**config.mk**
```make
export PLATFORM = sky130hd
export DESIGN_NAME = oqpsk_tx_sequencer
export DESIGN_NICKNAME = d
export VERILOG_FILES = /design/src/rtl/oqpsk_pkg.sv /design/src/rtl/oqpsk_sample_div.sv /design/src/rtl/oqpsk_tx_sequencer.sv
export SDC_FILE = /design/constraint.sdc
export NUM_CORES = 1
export LEC_CHECK = 0
export ABC_AREA = 1
export BUFFER_PORTS_ARGS = -buffer_cell sky130_fd_sc_hd__buf_2
export CORE_MARGIN = 10
export CORE_UTILIZATION = 37
export CTS_BUF_LIST = sky130_fd_sc_hd__clkbuf_4 sky130_fd_sc_hd__clkbuf_8
export CTS_CLUSTER_SIZE = 16
export DETAILED_ROUTE_END_ITERATION = 6
export SLEW_MARGIN = 40
export SYNTH_ARGS = -nofsm -noshare
export SYNTH_HDL_FRONTEND = slang
export SYNTH_SLANG_ARGS = --single-unit
```
**constraint.sdc**
```tcl
create_clock -name ACK -period 2.85 [get_ports ACK]
set_clock_uncertainty 0.05 [all_clocks]
set_input_delay 0 -clock ACK [delete_from_list [all_inputs] [get_ports ACK]]
set_output_delay 0 -clock ACK [all_outputs]
set_load 0.02 [all_outputs]
```
**src/rtl/oqpsk_pkg.sv**
```systemverilog
// Shared definitions for the OQPSK transmit path: sequencer state encoding and
// the pacing defaults that the modulator is built against.
package oqpsk_pkg;

    typedef enum logic [1:0] {
        IDLE  = 2'd0,
        PRIME = 2'd1,
        RUN   = 2'd2,
        FLUSH = 2'd3
    } state_e;

    localparam int SPS_DEF   = 32;
    localparam int TAIL_DEF  = 64;
    localparam int DIV_W_DEF = 8;

endpackage

```
**src/rtl/oqpsk_sample_div.sv**
```systemverilog
// Programmable sample-request divider: one REQ pulse every (div+1) enabled
// clocks, starting from a cleared count.
module oqpsk_sample_div
    import oqpsk_pkg::*;
#(
    parameter int DIV_W = DIV_W_DEF
) (
    input  logic             clk,
    input  logic             rst,
    input  logic             clr,
    input  logic             en,
    input  logic [DIV_W-1:0] div,
    output logic             req
);

    logic [DIV_W-1:0] cnt_q;
    logic [DIV_W-1:0] cnt_d;

    always_comb begin
        req   = en && (cnt_q == div);
        cnt_d = cnt_q;
        if (clr) begin
            cnt_d = '0;
        end else if (en) begin
            cnt_d = req ? '0 : cnt_q + 1'b1;
        end
    end

    always_ff @(posedge clk or posedge rst) begin
        if (rst) begin
            cnt_q <= '0;
        end else begin
            cnt_q <= cnt_d;
        end
    end

endmodule

```
**src/rtl/oqpsk_tx_sequencer.sv**
```systemverilog
// Feeds the OQPSK modulator: accepts words over valid/ready, serializes them
// MSB-first at SPS sample requests per bit, then drains the filter with zeros.
module oqpsk_tx_sequencer
    import oqpsk_pkg::*;
#(
    parameter int WORD_W = 32,
    parameter int SPS    = SPS_DEF,
    parameter int TAIL   = TAIL_DEF,
    parameter int DIV_W  = DIV_W_DEF
) (
    input  logic              ACK,
    input  logic              RST,
    input  logic              START,
    input  logic [DIV_W-1:0]  DIV,
    input  logic [WORD_W-1:0] WORD_DATA,
    input  logic              WORD_LAST,
    input  logic              WORD_VALID,
    output logic              WORD_READY,
    output logic              REQ_SAMPLE,
    output logic              EN,
    output logic              BIT_OUT,
    output logic              BUSY,
    output logic              DONE,
    output logic              UNDERRUN
);

    localparam int SCNT_W = (SPS > 1) ? $clog2(SPS) : 1;
    localparam int BCNT_W = (WORD_W > 1) ? $clog2(WORD_W) : 1;
    localparam int TCNT_W = (TAIL > 1) ? $clog2(TAIL) : 1;

    state_e              state_q, state_d;
    logic [DIV_W-1:0]    div_q, div_d;
    logic [WORD_W-1:0]   sh_q, sh_d;
    logic [WORD_W-1:0]   hold_q, hold_d;
    logic                hold_full_q, hold_full_d;
    logic                hold_last_q, hold_last_d;
    logic                cur_last_q, cur_last_d;
    logic                last_seen_q, last_seen_d;
    logic [SCNT_W-1:0]   samp_q, samp_d;
    logic [BCNT_W-1:0]   bit_q, bit_d;
    logic [TCNT_W-1:0]   tail_q, tail_d;
    logic                underrun_q, underrun_d;
    logic                done_q, done_d;

    logic                div_en;
    logic                req;
    logic                accept;
    logic                bit_adv;
    logic                word_end;

    assign div_en = (state_q == RUN) || (state_q == FLUSH);

    oqpsk_sample_div #(
        .DIV_W (DIV_W)
    ) u_div (
        .clk (ACK),
        .rst (RST),
        .clr (!div_en),
        .en  (div_en),
        .div (div_q),
        .req (req)
    );

    assign WORD_READY = (state_q == PRIME) ||
                        ((state_q == RUN) && !hold_full_q && !last_seen_q);
    assign accept     = WORD_VALID && WORD_READY;
    assign bit_adv    = req && (samp_q == SCNT_W'(SPS - 1));
    assign word_end   = bit_adv && (bit_q == BCNT_W'(WORD_W - 1));

    always_comb begin
        state_d     = state_q;
        div_d       = div_q;
        sh_d        = sh_q;
        hold_d      = hold_q;
        hold_full_d = hold_full_q;
        hold_last_d = hold_last_q;
        cur_last_d  = cur_last_q;
        last_seen_d = last_seen_q;
        samp_d      = samp_q;
        bit_d       = bit_q;
        tail_d      = tail_q;
        underrun_d  = underrun_q;
        done_d      = 1'b0;

        case (state_q)
            IDLE: begin
                if (START) begin
                    state_d     = PRIME;
                    div_d       = DIV;
                    underrun_d  = 1'b0;
                    hold_full_d = 1'b0;
                    hold_last_d = 1'b0;
                    cur_last_d  = 1'b0;
                    last_seen_d = 1'b0;
                    samp_d      = '0;
                    bit_d       = '0;
                    tail_d      = '0;
                end
            end
            PRIME: begin
                if (accept) begin
                    sh_d        = WORD_DATA;
                    cur_last_d  = WORD_LAST;
                    last_seen_d = WORD_LAST;
                    state_d     = RUN;
                end
            end
            RUN: begin
                if (accept) begin
                    hold_d      = WORD_DATA;
                    hold_last_d = WORD_LAST;
                    hold_full_d = 1'b1;
                    last_seen_d = last_seen_q | WORD_LAST;
                end
                if (req) begin
                    samp_d = bit_adv ? '0 : samp_q + 1'b1;
                end
                if (bit_adv) begin
                    bit_d = word_end ? '0 : bit_q + 1'b1;
                    sh_d  = sh_q << 1;
                end
                if (word_end) begin
                    if (hold_full_q) begin
                        sh_d        = hold_q;
                        cur_last_d  = hold_last_q;
                        hold_full_d = accept;
                    end else if (accept) begin
                        // Word arriving on the boundary edge goes straight to the shifter.
                        sh_d        = WORD_DATA;
                        cur_last_d  = WORD_LAST;
                        hold_full_d = 1'b0;
                    end else if (cur_last_q) begin
                        state_d = FLUSH;
                    end else begin
                        underrun_d = 1'b1;
                        state_d    = FLUSH;
                    end
                end
            end
            FLUSH: begin
                if (req) begin
                    if (tail_q == TCNT_W'(TAIL - 1)) begin
                        tail_d  = '0;
                        state_d = IDLE;
                        done_d  = 1'b1;
                    end else begin
                        tail_d = tail_q + 1'b1;
                    end
                end
            end
            default: state_d = IDLE;
        endcase
    end

    always_ff @(posedge ACK or posedge RST) begin
        if (RST) begin
            state_q     <= IDLE;
            div_q       <= '0;
            sh_q        <= '0;
            hold_q      <= '0;
            hold_full_q <= 1'b0;
            hold_last_q <= 1'b0;
            cur_last_q  <= 1'b0;
            last_seen_q <= 1'b0;
            samp_q      <= '0;
            bit_q       <= '0;
            tail_q      <= '0;
            underrun_q  <= 1'b0;
            done_q      <= 1'b0;
        end else begin
            state_q     <= state_d;
            div_q       <= div_d;
            sh_q        <= sh_d;
            hold_q      <= hold_d;
            hold_full_q <= hold_full_d;
            hold_last_q <= hold_last_d;
            cur_last_q  <= cur_last_d;
            last_seen_q <= last_seen_d;
            samp_q      <= samp_d;
            bit_q       <= bit_d;
            tail_q      <= tail_d;
            underrun_q  <= underrun_d;
            done_q      <= done_d;
        end
    end

    assign REQ_SAMPLE = req;
    assign EN         = div_en;
    assign BIT_OUT    = (state_q == RUN) && sh_q[WORD_W-1];
    assign BUSY       = (state_q != IDLE);
    assign DONE       = done_q;
    assign UNDERRUN   = underrun_q;

endmodule

```
==> flow_summary_export.csv <==
group,metric,value,unit
status,outcome,"complete, no violations",
worst_hold_path,hold_class,"in2reg",
synthesis,yosysSeqAreaShare,40.3,%
timing,tns,0,ns
synthesis,synth_area_per_cell,6.66,um^2
place,dp.cells,1217,
clock_tree,cts_resized,0,
clock_tree,clkSlewWorstSetupHoldPaths,0.10,ns
timing,fin_crit_sh,90.3,%
drt,vias_per_cell,4.65,
drt,routedWlPerCell,12.9,um
final_layout,final_core_utilization,43.7,%
place,hpwl,11200,um
clock_tree,cts_tree,"yes",
floorplan,die_w,152,um
setup_path,crit_fanout,18,
drt,remaining_drc_errors,0,
timing,rsz0062_at_grt,"no",
global_route,overflow,0,
synthesis,syn_nets,1025,
setup_path,critPathCaptureType,"flip-flop",
setup_path,path_buf_inv,3,
floorplan,rows,48,
timing,slew_headroom,55.6,%
global_route,antenna_found_initial,0,
timing,fin_ws,0.277,ns
timing,setup_viol_count_final,0,
clock_tree,root_buffer,"clkbuf_8",
drt,drt-initial-drc-count,398,
timing,max_freq,389,MHz
final_layout,n_fill_cell,1785,
timing,hold_ws,0.0839,ns
synthesis,synth_edf_count,0,
final_layout,final_area,7530,um^2
floorplan,die-area,23200,um^2
global_route,grt_start_max_net_pins,54,
setup_path,worst-setup-path-type,"reg2reg",
final_layout,final_nets,1102,
final_layout,stdcell_count,1276,
setup_path,path_cells,"inv_1 -> ha_1 -> a21oi_1 -> a21oi_2 -> nand2_2 -> nor2_4 -> buf_4 -> a32o_1 -> dlygate4sd3_1",
clock_tree,clk-insertion-delay-late,0.40,ns
synthesis,synthArstFlopShare,100,%
synthesis,synthCells,970,
job,max_cap_violations,0,
setup_path,start_kind,"flip-flop",
place,gp_congestion,0.816,
place,port_buffers,51,
clock_tree,h-tree-depth,3,
clock_tree,clkSinkCount,104,
timing,fin_crit,2.57,ns
pwr,peakVddDrop,0.522,mV
setup_path,cpMaxStageDelayCell,"dlygate4sd3_1",
synthesis,synth_area,6460,um^2
floorplan,ios,52,
timing,tightest_slew,0.666,ns
clock_tree,cts_made_buffers,9,
floorplan,initial_core_util,37.5,%
setup_path,cp.arrival,2.86,ns
timing,drv_slew,0,
floorplan,die_y,152,um
clock_tree,cts_max_path_buffers,2,
global_route,grt_use_total,14.4,%
synthesis,synth-main-ff-cell,"dfrtp_1",
timing,hold_viol,0,
synthesis,synth_cell_types,38,
drt,route.antenna.remaining_nets,0,
global_route,grt_pass1_vias,5668,
setup_path,reg2reg_slack,0.28,ns
pwr,p_leak,3.96,nW
place,post_dp_cell_area,6890,um^2
setup_path,max_stage_delay,0.54,ns
final_layout,drive_gt1_share,9.90,%
pwr,powerDensity,955,nW/um^2
pwr,power.total,7.19,mW
drt,wirelength,16500,um
floorplan,core_area,17200,um^2
final_layout,insertedDiodeCount,0,
drt,via_count,5938,
place,post-place-ws,0.507,ns
synthesis,yosysWarnings,0,
setup_path,cp_data_required_time,3.13,ns
setup_path,crit_family,"buffers and inverters",
global_route,grt_pass1_wl,28300,um
final_layout,syn_to_final_growth,16.5,%
synthesis,synth-seq-cells,104,
drt,first_pass_iters,4,
metal layers:
layer  share of wire (%)  up-vias  GRT usage [%]
met5                   0        -              0
met4                 1.4        0           4.22
met3                 3.7       14           2.82
met2                  47       83           22.7
met1                  48     2685           19.4
li1                    -     3156              -
state kept, by name, summed over array words and instances, names as in the netlist:
name and cells:
sh_q 32, UNDERRUN 1, hold_last_q 1, DONE 1, hold_full_q 1, state_q 2, samp_q 5, last_seen_q 1
tail_q 6, u_div.cnt_q 8, div_q 8, bit_q 5, hold_q 32, cur_last_q 1
cell type report:
type,instances,area [um^2],area share [%]
inverter,117,443,5.88
multi-input combinational,707,3190,42.3
sequential,104,2600,34.6
clock buffer,10,138,1.83
tap,225,282,3.74
timing repair buffer,108,818,10.9
clock inverter,5,57.6,0.765
placed cells by master, fill, tap and decap left out, drive strengths merged, types with 44 or more instances in the layout:
cell type	Yosys	layout
dlygate4sd3	0	44
nor2	189	189
nand3	47	47
inv	115	115
a21oi	50	50
nand2	292	292
o21ai	93	93
buf	20	64
dfrtp	104	104
cells by family (layout without fill, tap and decap cells):
kind of cell,count (synthesis),in the layout,synth area share (%)
flops,104,104,40.3
mux,1,1,0.174
xor+xnor,5,5,0.678
compound gates,151,151,12.0
buf+inv,159,240,10.5
simple gates,540,540,34.4
fa+ha+maj,10,10,1.94
worst min-delay path: stages:
cell and delay (ns):
buf_2 0.10, nor2_1 0.09, inv_1 0.09, nand3_1 0.09
o22ai_1 0.12
Yosys cell counts, types with 2 or more instances:
master	instances	area, um^2
nand2_4	4	45.0
ha_1	10	125
o21a_1	2	15.0
o21ai_0	77	385
o22ai_1	2	12.5
nor3_1	2	10.0
buf_6	8	90.1
inv_1	111	417
o21ai_1	16	80.1
buf_2	8	40.0
nand3_1	46	230
a21oi_1	49	245
nand2_1	284	1070
nand3b_1	3	22.5
xnor2_1	2	17.5
nand2_2	4	25.0
o31ai_1	2	15.0
clkbuf_1	22	82.6
nand4_1	2	12.5
xor2_1	3	26.3
inv_2	4	15.0
nor2_4	5	56.3
dfrtp_1	104	2600
buf_4	3	22.5
nor2_1	184	691
report_power, final:
part / switching [mW] / leakage [nW] / internal, mW / total [mW]
sequential: 0.358 / 1.29 / 2.07 / 2.43
clock: 0.544 / 0.0904 / 0.424 / 0.968
combinational: 2.49 / 2.58 / 1.31 / 3.79
path summary, 6_finish.rpt:
check	startpoint	endpoint	cells past startpoint
min	START	hold_full_q$_DFFE_PP0P_	5
max in group asynchronous	RST	hold_q[23]$_DFFE_PP0P_	4
max	state_q[0]$_DFFE_PP0P_	hold_last_q$_DFFE_PP0P_	9
max reg2reg	state_q[0]$_DFFE_PP0P_	hold_last_q$_DFFE_PP0P_	9
min reg2reg	hold_q[1]$_DFFE_PP0P_	hold_q[1]$_DFFE_PP0P_	2
min in group asynchronous	RST	hold_q[5]$_DFFE_PP0P_	3
timing repair:
item                                    4_1_cts  5_1_grt
endpoints found under the setup margin        0        0
hold buffers                                 44        0
endpoints found under the hold margin       118        0
setup buffers                                 0        0
Note: power is estimated with default switching activity, not from simulation.
